==> src/rtl/ram_fill_scan.sv <==
// ram_fill_scan: fills a 32x4 RAM with one nibble or scans it for
// checksum and first-maximum.
//
// Ports:
//   clock, reset            : clock, synchronous active-high reset
//   start, mode, fill_data  : request (mode 0 fill / 1 scan), fill value
//   ram_address, ram_data,
//   ram_wren, ram_q         : ram32x4 port (q is one cycle behind address)
//   busy, done              : activity flag, one-cycle completion pulse
//   checksum, max_value,
//   max_addr                : results of the most recent scan
module ram_fill_scan (
  input  logic       clock,
  input  logic       reset,
  input  logic       start,
  input  logic       mode,
  input  logic [3:0] fill_data,
  output logic [4:0] ram_address,
  output logic [3:0] ram_data,
  output logic       ram_wren,
  input  logic [3:0] ram_q,
  output logic       busy,
  output logic       done,
  output logic [8:0] checksum,
  output logic [3:0] max_value,
  output logic [4:0] max_addr
);

  localparam logic [2:0] S_IDLE  = 3'd0;
  localparam logic [2:0] S_FILL  = 3'd1;
  localparam logic [2:0] S_SCAN  = 3'd2;
  localparam logic [2:0] S_DRAIN = 3'd3;
  localparam logic [2:0] S_DONE  = 3'd4;

  logic [2:0] state;
  logic [2:0] state_nxt;
  logic [4:0] addr_cnt;
  logic [3:0] fill_val;
  logic       rd_valid;
  logic [4:0] rd_addr;
  logic       first_smp;

  logic accept;
  logic last_addr;
  logic walking;

  assign accept    = (state == S_IDLE) && start;
  assign last_addr = (addr_cnt == 5'd31);
  assign walking   = (state == S_FILL) || (state == S_SCAN);

  always_comb begin
    state_nxt = state;
    unique case (1'b1)
      (state == S_IDLE): begin
        if (start)
          state_nxt = mode ? S_SCAN : S_FILL;
      end
      (state == S_FILL): begin
        if (last_addr)
          state_nxt = S_DONE;
      end
      (state == S_SCAN): begin
        if (last_addr)
          state_nxt = S_DRAIN;
      end
      (state == S_DRAIN): state_nxt = S_DONE;
      (state == S_DONE):  state_nxt = S_IDLE;
      default:            state_nxt = S_IDLE;
    endcase
  end

  always_ff @(posedge clock) begin
    if (reset)
      state <= S_IDLE;
    else
      state <= state_nxt;
  end

  // Address counter wraps 31->0 naturally; the FSM alone decides
  // when the walk is over, and the counter holds outside FILL/SCAN.
  always_ff @(posedge clock) begin
    if (reset) begin
      addr_cnt <= 5'd0;
      fill_val <= 4'd0;
    end else if (accept) begin
      addr_cnt <= 5'd0;
      fill_val <= fill_data;
    end else if (walking) begin
      addr_cnt <= addr_cnt + 5'd1;
    end
  end

  // The RAM returns data one cycle after the address edge, so the
  // address and a valid flag are delayed by one cycle to line up
  // with ram_q. The DRAIN cycle catches the sample for address 31.
  always_ff @(posedge clock) begin
    if (reset) begin
      rd_valid <= 1'b0;
      rd_addr  <= 5'd0;
    end else begin
      rd_valid <= (state == S_SCAN);
      rd_addr  <= addr_cnt;
    end
  end

  always_ff @(posedge clock) begin
    if (reset) begin
      checksum  <= 9'd0;
      max_value <= 4'd0;
      max_addr  <= 5'd0;
      first_smp <= 1'b0;
    end else if (accept && mode) begin
      checksum  <= 9'd0;
      first_smp <= 1'b1;
    end else if (rd_valid) begin
      checksum  <= checksum + {5'd0, ram_q};
      first_smp <= 1'b0;
      // Strict compare keeps the lowest address on ties.
      if (first_smp || (ram_q > max_value)) begin
        max_value <= ram_q;
        max_addr  <= rd_addr;
      end
    end
  end

  assign ram_address = addr_cnt;
  assign ram_data    = fill_val;
  assign ram_wren    = (state == S_FILL);
  assign busy        = walking || (state == S_DRAIN);
  assign done        = (state == S_DONE);

endmodule

==> config.mk <==
export PLATFORM = sky130hd
export DESIGN_NAME = ram_fill_scan
export DESIGN_NICKNAME = d
export VERILOG_FILES = /design/src/rtl/ram_fill_scan.sv
export SDC_FILE = /design/constraint.sdc
export NUM_CORES = 1
export LEC_CHECK = 0
export BUFFER_PORTS_ARGS = -buffer_cell sky130_fd_sc_hd__buf_2
export CORE_MARGIN = 5
export CORE_UTILIZATION = 35
export CTS_BUF_LIST = sky130_fd_sc_hd__clkbuf_2 sky130_fd_sc_hd__clkbuf_4 sky130_fd_sc_hd__clkbuf_8
export CTS_CLUSTER_SIZE = 12
export DETAILED_ROUTE_END_ITERATION = 12
export PLACE_DENSITY_LB_ADDON = 0.05
export SYNTH_ARGS = -nofsm -noshare
export SYNTH_HDL_FRONTEND = slang
export SYNTH_SLANG_ARGS = --single-unit
export TNS_END_PERCENT = 100
==> constraint.sdc <==
create_clock -name clock -period 2.2 [get_ports clock]
set_input_delay 0.22 -clock clock [delete_from_list [all_inputs] [get_ports clock]]
set_output_delay 0.22 -clock clock [all_outputs]
set_load 0.1 [all_outputs]
# [Yosys cells after proc, flatten, opt, wreduce, memory -nomap -nowiden]
# Index checks and enable logic that the tools add are counted.
# Widths: inputs -> output; s select.
[classes] bitwise=1 mux=7 n_lt_le_gt_ge=1 add_sub_neg=2 eq_ne=8 n_reduce_logical=11
[ops] operator="$pmux 3 s4" count=1
[ops] operator="$add 9x4->9" count=1
[ops] operator="$mux 3" count=3
[ops] operator="$eq 3x2->1 const B" count=2
[ops] operator="$reduce_and 3->1" count=2
[ops] operator="$add 5x1->5 const B" count=1
[ops] operator="$eq 5x5->1 const B" count=1
[ops] operator="$gt 4x4->1" count=1
[ops] operator="$ne 2x2->1 const B" count=2
[ops] operator="$reduce_or 2->1" count=2
[ops] operator="$eq 3x1->1 const B" count=1
[ops] operator="$eq 3x3->1 const B" count=1
[ops] operator="$logic_not 3->1" count=1
[ops] operator="$logic_or 1x1->1" count=3
[ops] operator="$logic_and 1x1->1" count=2
[ops] operator="$mux 1" count=2
[ops] operator="$mux 2" count=1
[ops] operator="$ne 2x1->1 const B" count=1
[ops] operator="$reduce_bool 2->1" count=1
[ops] operator="$not 1->1" count=1
[word_totals] word_cells=39 in_bits=12 register_bits=37

# [Logic depth before layout (Yosys ltp)]
[logic_depth] word_depth=5 mapped_depth=7

# [Least setup slack after synthesis]
# Ideal clock, no wire load.
[synth_timing] kind="register to output" start="register state[2]" end="output ram_wren" required_ns=1.980 slack_ns=-0.840 path_buffers=2 stages_incl_launch_ff=4 arrival_time_ns=2.820 cell_sequence="dfxtp_1 buf_6 clkbuf_1 nor3b_1"
[synth_via] elab_chain_cells=1
[synth_lines] element="from (decl)" line="35" source="logic [2:0] state;"
[synth_lines] element="from (signal assigned)" line="76" source="state <= state_nxt;"
[synth_lines] element="$eq 3x1->1" line="128" source="assign ram_wren = (state == S_FILL);"
[synth_lines] element="to (decl)" line="20" source="output logic ram_wren,"
# No other way between the ends.

# [Worst setup path in the final report]
[layout_timing] start="register checksum[0]" end="register checksum[8]"
[layout_via] elab_chain_cells=1
[layout_lines] element="from (decl)" line="24" source="output logic [8:0] checksum,"
[layout_lines] element="from (signal assigned)" line="116" source="checksum <= checksum + {5'd0, ram_q};"
[layout_lines] element="$add 9x4->9" line="116"
# No other way between the ends.
# A chain may end at the register's enable or synchronous reset.

==> impl_metrics.py <==
metrics = {
    "logic_synthesis": {
        "synth_fa_ha_area_share_pct": 8.24,
        "synth_edf_count": 0,
        "ys_warn_count": 0,
        "seq_area_frac_synth_pct": 42.1,
        "netlist.area_leader.share_pct": 42.1,
        "synth_top_family_by_area": "simple AND/OR/NAND/NOR gates",
        "synth_commonest_cells": "dfxtp_1, nand2b_1, mux2i_1",
        "ys_ff_latch": 37,
        "synth_xor_area_share_pct": 2.49,
        "synth_area_mm2": 0.00176,
        "syn_nets": 208,
        "synth_area_leaders": "dfxtp_1, mux2i_1, ha_1, nand2b_1, a21oi_1",
        "synth_flop_cell": "dfxtp_1",
        "syn_inst": 185,
        "synth-simple-area-share_pct": 21.5,
        "synthMuxAreaShare_pct": 8.53,
        "avgSynthCellArea_um2": 9.52,
        "synth_compound_area_share_pct": 12.5,
        "yosys.area.top_type": "dfxtp_1",
        "post_synth_num_cell_types": 36,
        "synth.most_common_cell": "dfxtp_1",
        "async_flop_share_pct": 0,
    },
    "pwr": {
        "finalPower_uw": 2360,
        "combPwrFrac_pct": 38.6,
        "p_int_uw": 1360,
        "power.density_mw_per_mm2": 1100,
        "p_switching_uw": 1000,
        "swShare_pct": 42.3,
        "clock_power_share_pct": 25.9,
        "power_leakage_uw": 0.000930,
        "p_seq_share_pct": 35.5,
        "peakVddDrop_mv": 0.910,
    },
    "routing": {
        "drc": 0,
        "vias_per_cell": 4.65,
        "drt-initial-drc-count": 69,
        "drt_first_pass_iters": 4,
        "wl_per_cell_um": 12.3,
        "drt_wl_total_mm": 3.62,
        "num_vias": 1368,
        "final_antenna_net_count": 0,
    },
    "sta": {
        "period_needed_ns": 1.83,
        "tns_ns": 0,
        "max_freq_mhz": 548,
        "layout_worst_path_cycle_share_pct": 83.0,
        "drv_slew": 0,
        "rsz0062_at_grt": "false",
        "hold_viol": 0,
        "worst_slew_pin_slew_ns": 0.545,
        "slew_headroom_pct": 63.6,
        "setup_viol": 0,
        "fin_skew_ns": 0.00568,
    },
    "floorplanning": {
        "die_area_mm2": 0.00655,
        "die_h_um": 80.9,
        "ios": 42,
        "start_util_pct": 36.5,
        "die_w_um": 80.9,
        "fp-row-count": 25,
        "core_area_mm2": 0.00482,
    },
    "global_routing": {
        "grt.total_usage_pct": 11.9,
        "grt_pass1_vias": 1330,
        "grt_overflow": 0,
        "antenna_found_initial": 0,
        "grt_first_pass_wirelength_mm": 6.13,
        "grt_max_degree": 35,
    },
    "place": {
        "port_buffers": 41,
        "globalplace.congestion": 0.778,
        "hpwl_mm": 2.71,
    },
    "clock_tree": {
        "path_clk_slew_ns": 0.07,
        "cts_max_level": 2,
        "cts_buffer_depth": 2,
        "clock-sinks": 37,
        "cts_tree": "yes",
        "post_cts_buffers": 0,
        "clkLatencyLatePin_ns": 0.28,
        "cts_resized": 0,
        "cts-root-buf": "clkbuf_8",
        "numCtsBuffers": 5,
        "ctsHoldBuffers": 0,
    },
    "final_layout": {
        "final_util_pct": 44.6,
        "syn_to_final_growth_pct": 22.0,
        "layout-drive-gt1-share_pct": 26.0,
        "nets": 249,
        "antenna_cells": 0,
    },
    "setup_path": {
        "worstPathRequired_ns": 2.35,
        "cp_top_family": "adder cells",
        "path_common_cell": "a21oi_1",
        "slowest_stage": "fa_1",
        "reg2reg_setup_slack_ns": 0.37,
        "worstSetupPathType": "reg2reg",
        "critPathMaxStageDelay_ns": 0.42,
        "worstPathMaxFanout": 6,
        "critPathBufInv": 0,
        "arrival_ns": 1.98,
        "crit_path_end_kind": "flop",
        "path_cells": "ha_1, fa_1, a21o_1, a21oi_1, or4_1, a21oi_1",
        "cp-start-kind": "flop",
    },
    "status": {
        "status": "completed",
    },
    "flow_run": {
        "cap_violations": 0,
    },
    "hold_path": {
        "hp-class": "in2reg",
    },
}
[cell families after synthesis]
family / after synthesis
and+or+nand+nor: 64
muxes: 15
xor gates and xnor gates: 5
buffers and inverters: 17
DFF: 37
adders and majority gates: 11
AOI/OAI and AO/OA: 36
[worst min-delay path: stages]
cell     delay (ns)
buf_2          0.08
mux2i_1        0.05
nor2_1         0.07
[worst paths after layout]
check                           startpoint                  endpoint  depth (start not counted)
setup / recovery  checksum[0]$_SDFFE_PP0P_  checksum[8]$_SDFFE_PP0P_                          6
hold / removal                fill_data[2]  ram_data[2]$_SDFFE_PP0P_                          3
setup reg to reg  checksum[0]$_SDFFE_PP0P_  checksum[8]$_SDFFE_PP0P_                          6
hold reg to reg      rd_addr[4]$_SDFF_PP0_  max_addr[4]$_SDFFE_PP0P_                          2
[cell type report]
class / count / area, um2
fill: 499 / 2670
tap: 67 / 83.8
multi-input combinational: 131 / 948
clock inverter: 1 / 30.0
sequential: 37 / 744
clock buffer: 7 / 90.1
timing repair buffer: 43 / 220
inverter: 8 / 30.0
[registers in the layout (all words and copies together), names as in the netlist]
name         flops
checksum         9
first_smp        1
max_addr         5
max_value        4
ram_address      5
ram_data         4
rd_addr          5
rd_valid         1
state            3
[layout by cell type (no fill, tap or decap), drive strengths merged, types with 5 or more instances in the layout]
master / n
buf: 43
nor2b: 6
clkbuf: 7
nand2: 5
dfxtp: 37
a21oi: 13
xnor2: 5
mux2i: 15
nand2b: 19
nor2: 14
o21ai: 9
inv: 8
ha: 10
[metrics by stage]
| step | std cells | hold WS [ns] | instance area [um2] | worst slack (ns) |
|---|---|---|---|---|
| after floorplan | 185 | 0.367 | 1770 | 0.0272 |
| after global placement | 286 | 0.443 | 2030 | 0.413 |
| after detailed placement | 286 | 0.451 | 2030 | 0.326 |
| after CTS | 294 | 0.165 | 2150 | 0.375 |
| after global routing | 294 | 0.198 | 2150 | 0.239 |
| final | 294 | 0.178 | 2150 | 0.374 |
[layer usage]
layer / vias to the layer above / share of wire, % / track usage [%]
met5: - / 0 / 0
met4: 0 / 1.7 / 4.56
met3: 6 / 6.2 / 4.10
met2: 34 / 42 / 17.8
met1: 607 / 50 / 15.7
li1: 721 / - / -
[power groups by stage]
| stage | Combinational (uW) | Clock, uW | Sequential, uW |
|---|---|---|---|
| 3_3_place_gp | 905 | 0 | 849 |
| 2_1_floorplan | 542 | 0 | 1080 |
| 3_5_place_dp | 918 | 0 | 853 |
| 5_1_grt | 976 | 678 | 855 |
| 4_1_cts | 922 | 638 | 838 |
| 6_report | 913 | 613 | 839 |
(Power assumes the default switching activity.)
